`src/rtl/ycr_timer_arb_if.sv`:
```
// ycr_timer_arb_if: request/acknowledge/response memory bus between a requester and the arbiter or timer slave
interface ycr_timer_arb_if #(
  parameter int AW = 32,
  parameter int DW = 32
);
  logic          req;
  logic          cmd;
  logic [1:0]    width;
  logic [AW-1:0] addr;
  logic [DW-1:0] wdata;
  logic          req_ack;
  logic [DW-1:0] rdata;
  logic [1:0]    resp;
  modport master (output req, cmd, width, addr, wdata, input req_ack, rdata, resp);
  modport slave (input req, cmd, width, addr, wdata, output req_ack, rdata, resp);
endinterface

```
`src/rtl/ycr_timer_arb.sv`:
```
// ycr_timer_arb: two-port round-robin arbiter in front of the timer slave with response timeout
module ycr_timer_arb #(
  parameter int AW  = 32,
  parameter int DW  = 32,
  parameter int TMO = 15
) (
  input  logic             clk,
  input  logic             rst,
  ycr_timer_arb_if.slave   p0,
  ycr_timer_arb_if.slave   p1,
  ycr_timer_arb_if.master  tmr,
  output logic             busy
);
  localparam logic [1:0] NOTRDY = 2'd0;
  localparam logic [1:0] RDY_ER = 2'd2;
  typedef enum logic [1:0] {IDLE, REQ, WAIT, RESP} state_e;
  state_e        state_q, state_d;
  logic          last_q, ack_q, cmd_q;
  logic [1:0]    width_q, resp_q;
  logic [7:0]    cnt_q;
  logic [AW-1:0] addr_q;
  logic [DW-1:0] wdata_q, rdata_q;
  logic          any_req, gnt, grant, tmo, rsp_v, cap;
  assign any_req = p0.req | p1.req;
  assign gnt     = (p0.req & p1.req) ? ~last_q : p1.req;
  assign grant   = (state_q == IDLE) & any_req;
  assign tmo     = cnt_q == 8'(TMO - 1);
  assign rsp_v   = tmr.resp != NOTRDY;
  assign cap     = (state_q == WAIT) & rsp_v;
  // state register
  always_ff @(posedge clk or posedge rst) begin
    if (rst) state_q <= IDLE;
    else     state_q <= state_d;
  end
  // next state: timeout beats a late ack in REQ, a slave response beats the timeout in WAIT
  always_comb begin
    state_d = state_q;
    case (state_q)
      IDLE:    state_d = any_req ? REQ : IDLE;
      REQ:     state_d = tmo ? RESP : (tmr.req_ack ? WAIT : REQ);
      WAIT:    state_d = (rsp_v | tmo) ? RESP : WAIT;
      default: state_d = IDLE;
    endcase
  end
  // grant bookkeeping, request latch, timeout counter and response capture
  always_ff @(posedge clk or posedge rst) begin
    if (rst) begin
      last_q  <= 1'b1;
      ack_q   <= 1'b0;
      cnt_q   <= '0;
      cmd_q   <= 1'b0;
      width_q <= '0;
      addr_q  <= '0;
      wdata_q <= '0;
      rdata_q <= '0;
      resp_q  <= NOTRDY;
    end else begin
      ack_q <= grant;
      if (grant) begin
        last_q  <= gnt;
        cnt_q   <= '0;
        cmd_q   <= gnt ? p1.cmd : p0.cmd;
        width_q <= gnt ? p1.width : p0.width;
        addr_q  <= gnt ? p1.addr : p0.addr;
        wdata_q <= gnt ? p1.wdata : p0.wdata;
      end else if (state_q == REQ || state_q == WAIT) begin
        cnt_q <= cnt_q + 8'd1;
      end
      if (state_d == RESP && state_q != RESP) begin
        resp_q  <= cap ? tmr.resp : RDY_ER;
        rdata_q <= cap ? tmr.rdata : '0;
      end
    end
  end
  // outputs: only the granted port sees the response, and only in RESP
  always_comb begin
    busy       = state_q != IDLE;
    tmr.req    = state_q == REQ;
    tmr.cmd    = cmd_q;
    tmr.width  = width_q;
    tmr.addr   = addr_q;
    tmr.wdata  = wdata_q;
    p0.req_ack = ack_q & ~last_q;
    p1.req_ack = ack_q & last_q;
    p0.resp    = (state_q == RESP && !last_q) ? resp_q : NOTRDY;
    p1.resp    = (state_q == RESP && last_q) ? resp_q : NOTRDY;
    p0.rdata   = (state_q == RESP && !last_q) ? rdata_q : '0;
    p1.rdata   = (state_q == RESP && last_q) ? rdata_q : '0;
  end
endmodule

```
`src/flat_wrapper.sv`:
```
// flat-port wrapper written by rule: the top's interface ports become plain ports
module ycr_timer_arb_flat 
#(
  parameter int AW  = 32,
  parameter int DW  = 32,
  parameter int TMO = 15
)
  (clk, rst, busy, p0_req, p0_cmd, p0_width, p0_addr, p0_wdata, p0_req_ack, p0_rdata, p0_resp, p1_req, p1_cmd, p1_width, p1_addr, p1_wdata, p1_req_ack, p1_rdata, p1_resp, tmr_req, tmr_cmd, tmr_width, tmr_addr, tmr_wdata, tmr_req_ack, tmr_rdata, tmr_resp);
  ycr_timer_arb_if #(.AW(AW), .DW(DW)) p0_i ();
  ycr_timer_arb_if #(.AW(AW), .DW(DW)) p1_i ();
  ycr_timer_arb_if #(.AW(AW), .DW(DW)) tmr_i ();
  input  logic clk;
  input  logic rst;
  output logic busy;
  input wire logic [$bits(p0_i.req)-1:0] p0_req;
  input wire logic [$bits(p0_i.cmd)-1:0] p0_cmd;
  input wire logic [$bits(p0_i.width)-1:0] p0_width;
  input wire logic [$bits(p0_i.addr)-1:0] p0_addr;
  input wire logic [$bits(p0_i.wdata)-1:0] p0_wdata;
  output wire logic [$bits(p0_i.req_ack)-1:0] p0_req_ack;
  output wire logic [$bits(p0_i.rdata)-1:0] p0_rdata;
  output wire logic [$bits(p0_i.resp)-1:0] p0_resp;
  input wire logic [$bits(p1_i.req)-1:0] p1_req;
  input wire logic [$bits(p1_i.cmd)-1:0] p1_cmd;
  input wire logic [$bits(p1_i.width)-1:0] p1_width;
  input wire logic [$bits(p1_i.addr)-1:0] p1_addr;
  input wire logic [$bits(p1_i.wdata)-1:0] p1_wdata;
  output wire logic [$bits(p1_i.req_ack)-1:0] p1_req_ack;
  output wire logic [$bits(p1_i.rdata)-1:0] p1_rdata;
  output wire logic [$bits(p1_i.resp)-1:0] p1_resp;
  output wire logic [$bits(tmr_i.req)-1:0] tmr_req;
  output wire logic [$bits(tmr_i.cmd)-1:0] tmr_cmd;
  output wire logic [$bits(tmr_i.width)-1:0] tmr_width;
  output wire logic [$bits(tmr_i.addr)-1:0] tmr_addr;
  output wire logic [$bits(tmr_i.wdata)-1:0] tmr_wdata;
  input wire logic [$bits(tmr_i.req_ack)-1:0] tmr_req_ack;
  input wire logic [$bits(tmr_i.rdata)-1:0] tmr_rdata;
  input wire logic [$bits(tmr_i.resp)-1:0] tmr_resp;
  assign p0_i.req = p0_req;
  assign p0_i.cmd = p0_cmd;
  assign p0_i.width = p0_width;
  assign p0_i.addr = p0_addr;
  assign p0_i.wdata = p0_wdata;
  assign p0_req_ack = p0_i.req_ack;
  assign p0_rdata = p0_i.rdata;
  assign p0_resp = p0_i.resp;
  assign p1_i.req = p1_req;
  assign p1_i.cmd = p1_cmd;
  assign p1_i.width = p1_width;
  assign p1_i.addr = p1_addr;
  assign p1_i.wdata = p1_wdata;
  assign p1_req_ack = p1_i.req_ack;
  assign p1_rdata = p1_i.rdata;
  assign p1_resp = p1_i.resp;
  assign tmr_req = tmr_i.req;
  assign tmr_cmd = tmr_i.cmd;
  assign tmr_width = tmr_i.width;
  assign tmr_addr = tmr_i.addr;
  assign tmr_wdata = tmr_i.wdata;
  assign tmr_i.req_ack = tmr_req_ack;
  assign tmr_i.rdata = tmr_rdata;
  assign tmr_i.resp = tmr_resp;
  ycr_timer_arb #(.AW(AW), .DW(DW), .TMO(TMO)) u_core (.clk(clk), .rst(rst), .p0(p0_i), .p1(p1_i), .tmr(tmr_i), .busy(busy));
endmodule
```
`config.mk`:
```
export PLATFORM = sky130hd
export DESIGN_NAME = ycr_timer_arb_flat
export DESIGN_NICKNAME = d
export VERILOG_FILES = /design/src/rtl/ycr_timer_arb_if.sv /design/src/rtl/ycr_timer_arb.sv /design/src/flat_wrapper.sv
export SDC_FILE = /design/constraint.sdc
export NUM_CORES = 1
export LEC_CHECK = 0
export CAP_MARGIN = 30
export CORE_MARGIN = 2
export CORE_UTILIZATION = 36
export DETAILED_ROUTE_END_ITERATION = 10
export PLACE_DENSITY = 0.8
export SETUP_SLACK_MARGIN = 0.02
export SLEW_MARGIN = 20
export SYNTH_ARGS = -nofsm -noshare
export SYNTH_HDL_FRONTEND = slang
export SYNTH_SLANG_ARGS = --single-unit
```
`constraint.sdc`:
```
create_clock -name clk -period 3.6 [get_ports clk]
set_input_delay 0.9 -clock clk [delete_from_list [all_inputs] [get_ports clk]]
set_output_delay 0.9 -clock clk [all_outputs]
set_load 0.005 [all_outputs]
```
-- Yosys cells after proc, flatten, opt, wreduce, memory -nomap -nowiden
Cells that the tools add are included.
- logic and storage cells: 52
- bits of input ports: 173
- register bits after elaboration: 113
- bitwise operators: 8
- $add $sub $neg: 1
- reductions and logical operators: 9
- mux-type cells: 18
- equal/unequal tests: 6
- operators by type and width (operator ; number):
    2-to-1 mux 32 bit ; 5
    2-to-1 mux 8 bit ; 2
    2-to-1 mux 2 bit ; 6
    adder 8 x 1 -> 8 bit (second input constant) ; 1
    == test 8 x 4 -> 1 bit (second input constant) ; 1
    == test 2 bit (second input constant) ; 3
    one-hot mux 2 bit (3 select lines) ; 1
    nonzero test 2 bit ; 3
    bitwise AND 1 bit ; 5
    2-to-1 mux 1 bit ; 4
    logical AND 1 bit ; 3
    == test 2 x 1 -> 1 bit (second input constant) ; 1
    zero test 2 bit ; 1
    inequality test 2 bit (second input constant) ; 1
    OR 1 bit ; 2
    zero test 1 bit ; 1
    logical OR 1 bit ; 1
    NOT 1 bit ; 1

-- Depth between registers and ports, before layout
- depth after elaboration: 6
- gate-level depth with buffers: 11
- mapped depth without buffers: 8

-- Worst setup path before layout
OpenSTA, ideal clock, no wires.
- kind: register -> output
- start: reg u_core.state_q[1]
- end: out p0_rdata[10]
- data arrival time: 1.348 ns
- setup slack: 1.352 ns
- cell stages (with the launch flop): 5
- path buffers: 1
- cell sequence: dfrtp_1 > ha_1 > nor2b_1 > clkbuf_1 > and2_1
- cells in the longest elaborated chain, start to end: 3
- ends and longest elaborated chain (item ; line ; source):
    start: declaration ; ycr_timer_arb.sv:17 ; state_e state_q, state_d;
    start signal: assignment ; ycr_timer_arb.sv:33 ; else state_q <= state_d;
    == test 2 bit ; ycr_timer_arb.sv:87 ; p0.rdata = (state_q == RESP && !last_q) ? rdata_q : '0;
    logical AND 1 bit ; ycr_timer_arb.sv:87 ;
    2-to-1 mux 32 bit ; ycr_timer_arb.sv:87 ;
    end: declaration ; flat_wrapper.sv:21 ; output wire logic [$bits(p0_i.rdata)-1:0] p0_rdata;
No other way between the ends.

-- Final worst setup path
- start: reg u_core.last_q
- end: out p0_rdata[12]
- cells in the longest elaborated chain, start to end: 3
- ends and longest elaborated chain (item ; line ; source):
    start: declaration ; ycr_timer_arb.sv:18 ; logic last_q, ack_q, cmd_q;
    start signal: assignment ; ycr_timer_arb.sv:60 ; last_q <= gnt;
    zero test 1 bit ; ycr_timer_arb.sv:87 ;
    logical AND 1 bit ; ycr_timer_arb.sv:87 ;
    2-to-1 mux 32 bit ; ycr_timer_arb.sv:87 ;
No other way between the ends.

==> results.txt <==
----------------------------------------------------
[Timing]
  Final worst-path setup slack ... 0.3664 ns
  Setup repair after global routing missed its margin ... false
  Tightest slew margin relative to the limit ... 51.38%
  Setup total negative slack ... 0 ns
  Actual transition at the worst max-transition pin ... 0.7274 ns
  Worst clock skew ... 0.006570 ns
  Finish-stage setup viols ... 0
  Final slew viol count ... 0
  Shortest period the worst path allows ... approximately 3.2 ns
  Final Hold Viols ... 0
  Maximum operating frequency ... approximately 0.3 GHz
  Final Cycle Share ... 89.82%

[Yosys]
  Most frequent cells after synthesis ... dfrtp_1, nand2_1, mux2i_1
  Fraction of the yosys area taken by sequential cells ... 49.40%
  Cell types with the largest area share after synthesis ... dfrtp_1, mux2i_1, nand2_1
  Leading cell type by number of instances after synthesis ... dfrtp_1
  Yosys warns ... 0
  Gate count of the mapped netlist ... approximately 580
  Avg Cell Area, Syn ... between 9 and 10 µm²
  Area leader, netlist ... dfrtp_1
  Number of different library cells in the post-synthesis netlist ... 32
  Number of enable-type register cells in the synthesized netlist ... 0
  Proportion of register bits with asynchronous set or reset after synthesis ... 100.0%
  Synth Net Count ... 762
  Portion of synthesized cell area occupied by the leading cell type ... about 49%
  Post-synth design cell area ... 5727 µm²
  Most frequently used flop master after synthesis ... dfrtp_1
  Number of synthesized register bits ... ~110

[Route]
  Post-DR wirelength/cell ... ~15 µm
  Wirelength, routed ... 16.84 mm
  Drt via density ... 4.594
  Final routed DRC violation total ... 0
  Routed Antenna Nets ... 0
  Total via count in the routed design ... 5,118
  Detailed-router iteration count before antenna repair ... 4
  DRC violation total after the first TritonRoute iteration ... 150

[Floorplanning]
  Area of the core ... roughly 16,000 µm²
  Top-level I/O count ... 312
  Initial core utilization ... 36.45%
  Die Outline Area ... 16,930 µm²
  Standard-cell rows ... 46
  Vert. Die Dim ... 130.1 µm
  Die Width ... 130.1 µm

[CTS]
  Maximum buffer depth of the clock tree ... 2
  CTS hold repair buffers ... 0
  Clock slew seen by the registers of the worst setup and hold paths ... 0.05 ns
  Level count of the clock H-tree ... 4
  Number of buffers inserted during clock tree synthesis ... 17
  TritonCTS clock tree ... done
  Clock insertion delay at the later pin of the skew report ... 0.41 ns
  Sink count of the clock tree ... 113
  Clock tree root buffer cell ... clkbuf_16
  Post-CTS setup-driven buffer insertion count ... 0
  Post-CTS resize count ... 0

[Placement]
  Dpl hpwl ... approximately 13 mm
  Placed Area ... just over 9000 µm²
  Placer congestion estimate ... 0.7417
  Worst-case setup slack after placement ... 0.5624 ns
  Count of buffers inserted at the top-level ports ... 311

[Critical path]
  Number of buffer and inverter instances along the worst setup path ... 2
  Critical Path End Type ... output port
  Critical path cell sequence ... nor2b_1 > buf_4 > and2_1 > clkdlybuf4s50_1
  Standard cell with the maximum stage delay on the critical path ... dfstp_2
  Worst setup SP type ... flip-flop
  Worst Path Arrival ... 2.33 ns
  Critical Path Source ... u_core.last_q
  R2R Path Start ... u_core.state_q[0]
  CP required ... 2.70 ns
  Worst stage delay on the critical path ... about 0.9 ns
  CP top delay family ... flip-flops
  Peak fanout along the critical path ... 40
  Setup CP Type ... flip-flop to output port

[GRT]
  Global route total overflow ... 0
  Number of global-route vias before repair ... 4,946
  Antenna violations before repair ... 0
  Largest net degree at the start of global routing ... 135
  GRT Overall Usage ... 19.96%
  Wire length of the first global-routing pass ... 25.60 mm

[Power]
  Worst-case vdd ir drop ... 408.4 µV
  Reported leakage power ... 4.434 nW
  Power density of the placed cells ... 651.6 nW/µm²

[Run]
  Number of maximum-capacitance violations ... 0

[Cells and area]
  Proportion of layout cells with a drive suffix above 1 ... about 6%
  Summed area of non-filler cells in the final layout ... 9731 µm²
  Final core utilization ... 61.93%
  Final net count ... 1,065
  Syn-to-layout area delta ... 69.91%
  Ant. Diodes ... 0

[Worst hold path]
  Hold Path Origin ... u_core.tmr.width[0]
  Tightest Hold Check Type ... flip-flop to flip-flop

[Status]
  Run status ... finished clean

----------------------------------------------------
-- path summary, 6_finish.rpt --
path / endpoint / slack [ns] / cells past startpoint
max: p0_rdata[12] / 0.37 / 4
min: u_core.tmr.width[0] / 0.47 / 2
max reg2reg: u_core.rdata_q[28] / 1.29 / 9
min reg2reg: u_core.tmr.width[0] / 0.47 / 2
max in group asynchronous: u_core.cnt_q[7] / 2.14 / 3
min in group asynchronous: u_core.rdata_q[15] / 0.93 / 3
-- power breakdown --
group | switching [mW] | internal, mW
combinational | 1.10 | 1.36
clock | 0.583 | 1.23
sequential | 0.331 | 1.75
-- stage by stage --
step / std cells / hold slack [ns] / power [mW]
2_1_floorplan: 582 / 0.4733 / 3.214
3_5_place_dp: 1082 / 0.4689 / 4.578
6_report: 1114 / 0.4737 / 6.341
4_1_cts: 1114 / 0.4808 / 6.421
3_3_place_gp: 1082 / 0.4611 / 4.505
5_1_grt: 1114 / 0.5054 / 6.754
-- worst register-to-register path, delay by kind of cell, from the launching register on --
family / cells / cell delay (ns)
buffers and inverters: 3 / 0.54
AND/OR/NAND/NOR: 1 / 0.15
multiplexers: 1 / 0.26
AO/OA/AOI/OAI: 3 / 0.56
adder cells (fa/ha/maj): 1 / 0.28
flip-flops: 1 / 0.45
-- state kept, by name, summed over array words and instances, names as in the netlist --
name and flops:
u_core.rdata_q 32, u_core.tmr.cmd 1, u_core.tmr.width 2, u_core.state_q 2, u_core.last_q 1, u_core.tmr.addr 32, u_core.cnt_q 8, u_core.tmr.wdata 32
u_core.resp_q 2, u_core.ack_q 1
-- cell families after synthesis --
| group | synth area share (%) |
|---|---|
| DFF | 49.40 |
| and+or+nand+nor | 16.63 |
| AOI/OAI and AO/OA | 7.865 |
| xor gates and xnor gates | 0.7647 |
| buffers and inverters | 6.161 |
| adders and majority gates | 1.529 |
| muxes | 17.65 |
-- routing by layer --
metal / wire length, µm / global-route usage [%] / part of all wire, % / up-vias
li1: - / - / - / 2547
met4: 356 / 7.084 / 2.1 / 0
met3: 1402 / 7.134 / 8.3 / 19
met5: 0 / 0 / 0 / -
met1: 6656 / 23.24 / 40 / 2339
met2: 8422 / 34.09 / 50 / 213
-- placed cells by master, fill, tap and decap left out --
cell and count:
a31oi_1 1, nor2b_1 2, clkbuf_1 1, xor2_1 4, nand2_1 104, bufinv_16 4
clkinv_2 5, a211oi_1 1, o21a_1 1, xnor2_1 1, a21oi_1 3, clkinvlp_4 3
nor3b_1 1, inv_1 38, a21boi_4 1, o21ai_4 1, clkdlybuf4s50_1 311, a221oi_2 1
nand4_1 3, ha_1 7, a2111oi_2 1, mux2i_1 101, nand3b_1 1, buf_4 9
dfrtp_1 112, dfstp_2 1, and4bb_1 2, o21ai_0 69, nor2_2 1, and2_1 35
and3_1 35, buf_12 5, clkbuf_16 17, clkbuf_8 4, or3_1 2, a311oi_2 1
nor2_1 9
-- layout make-up --
type / instances / area, µm²
fillers: 1315 / 5982
repair buffers: 325 / 3281
flip-flops and latches: 113 / 2829
multi-input cells: 388 / 2556
clock buffers: 22 / 484.2
well taps: 216 / 270.3
clock inverters: 10 / 155.1
inverters: 40 / 155.1
Power figures use the tool's default switching activity.
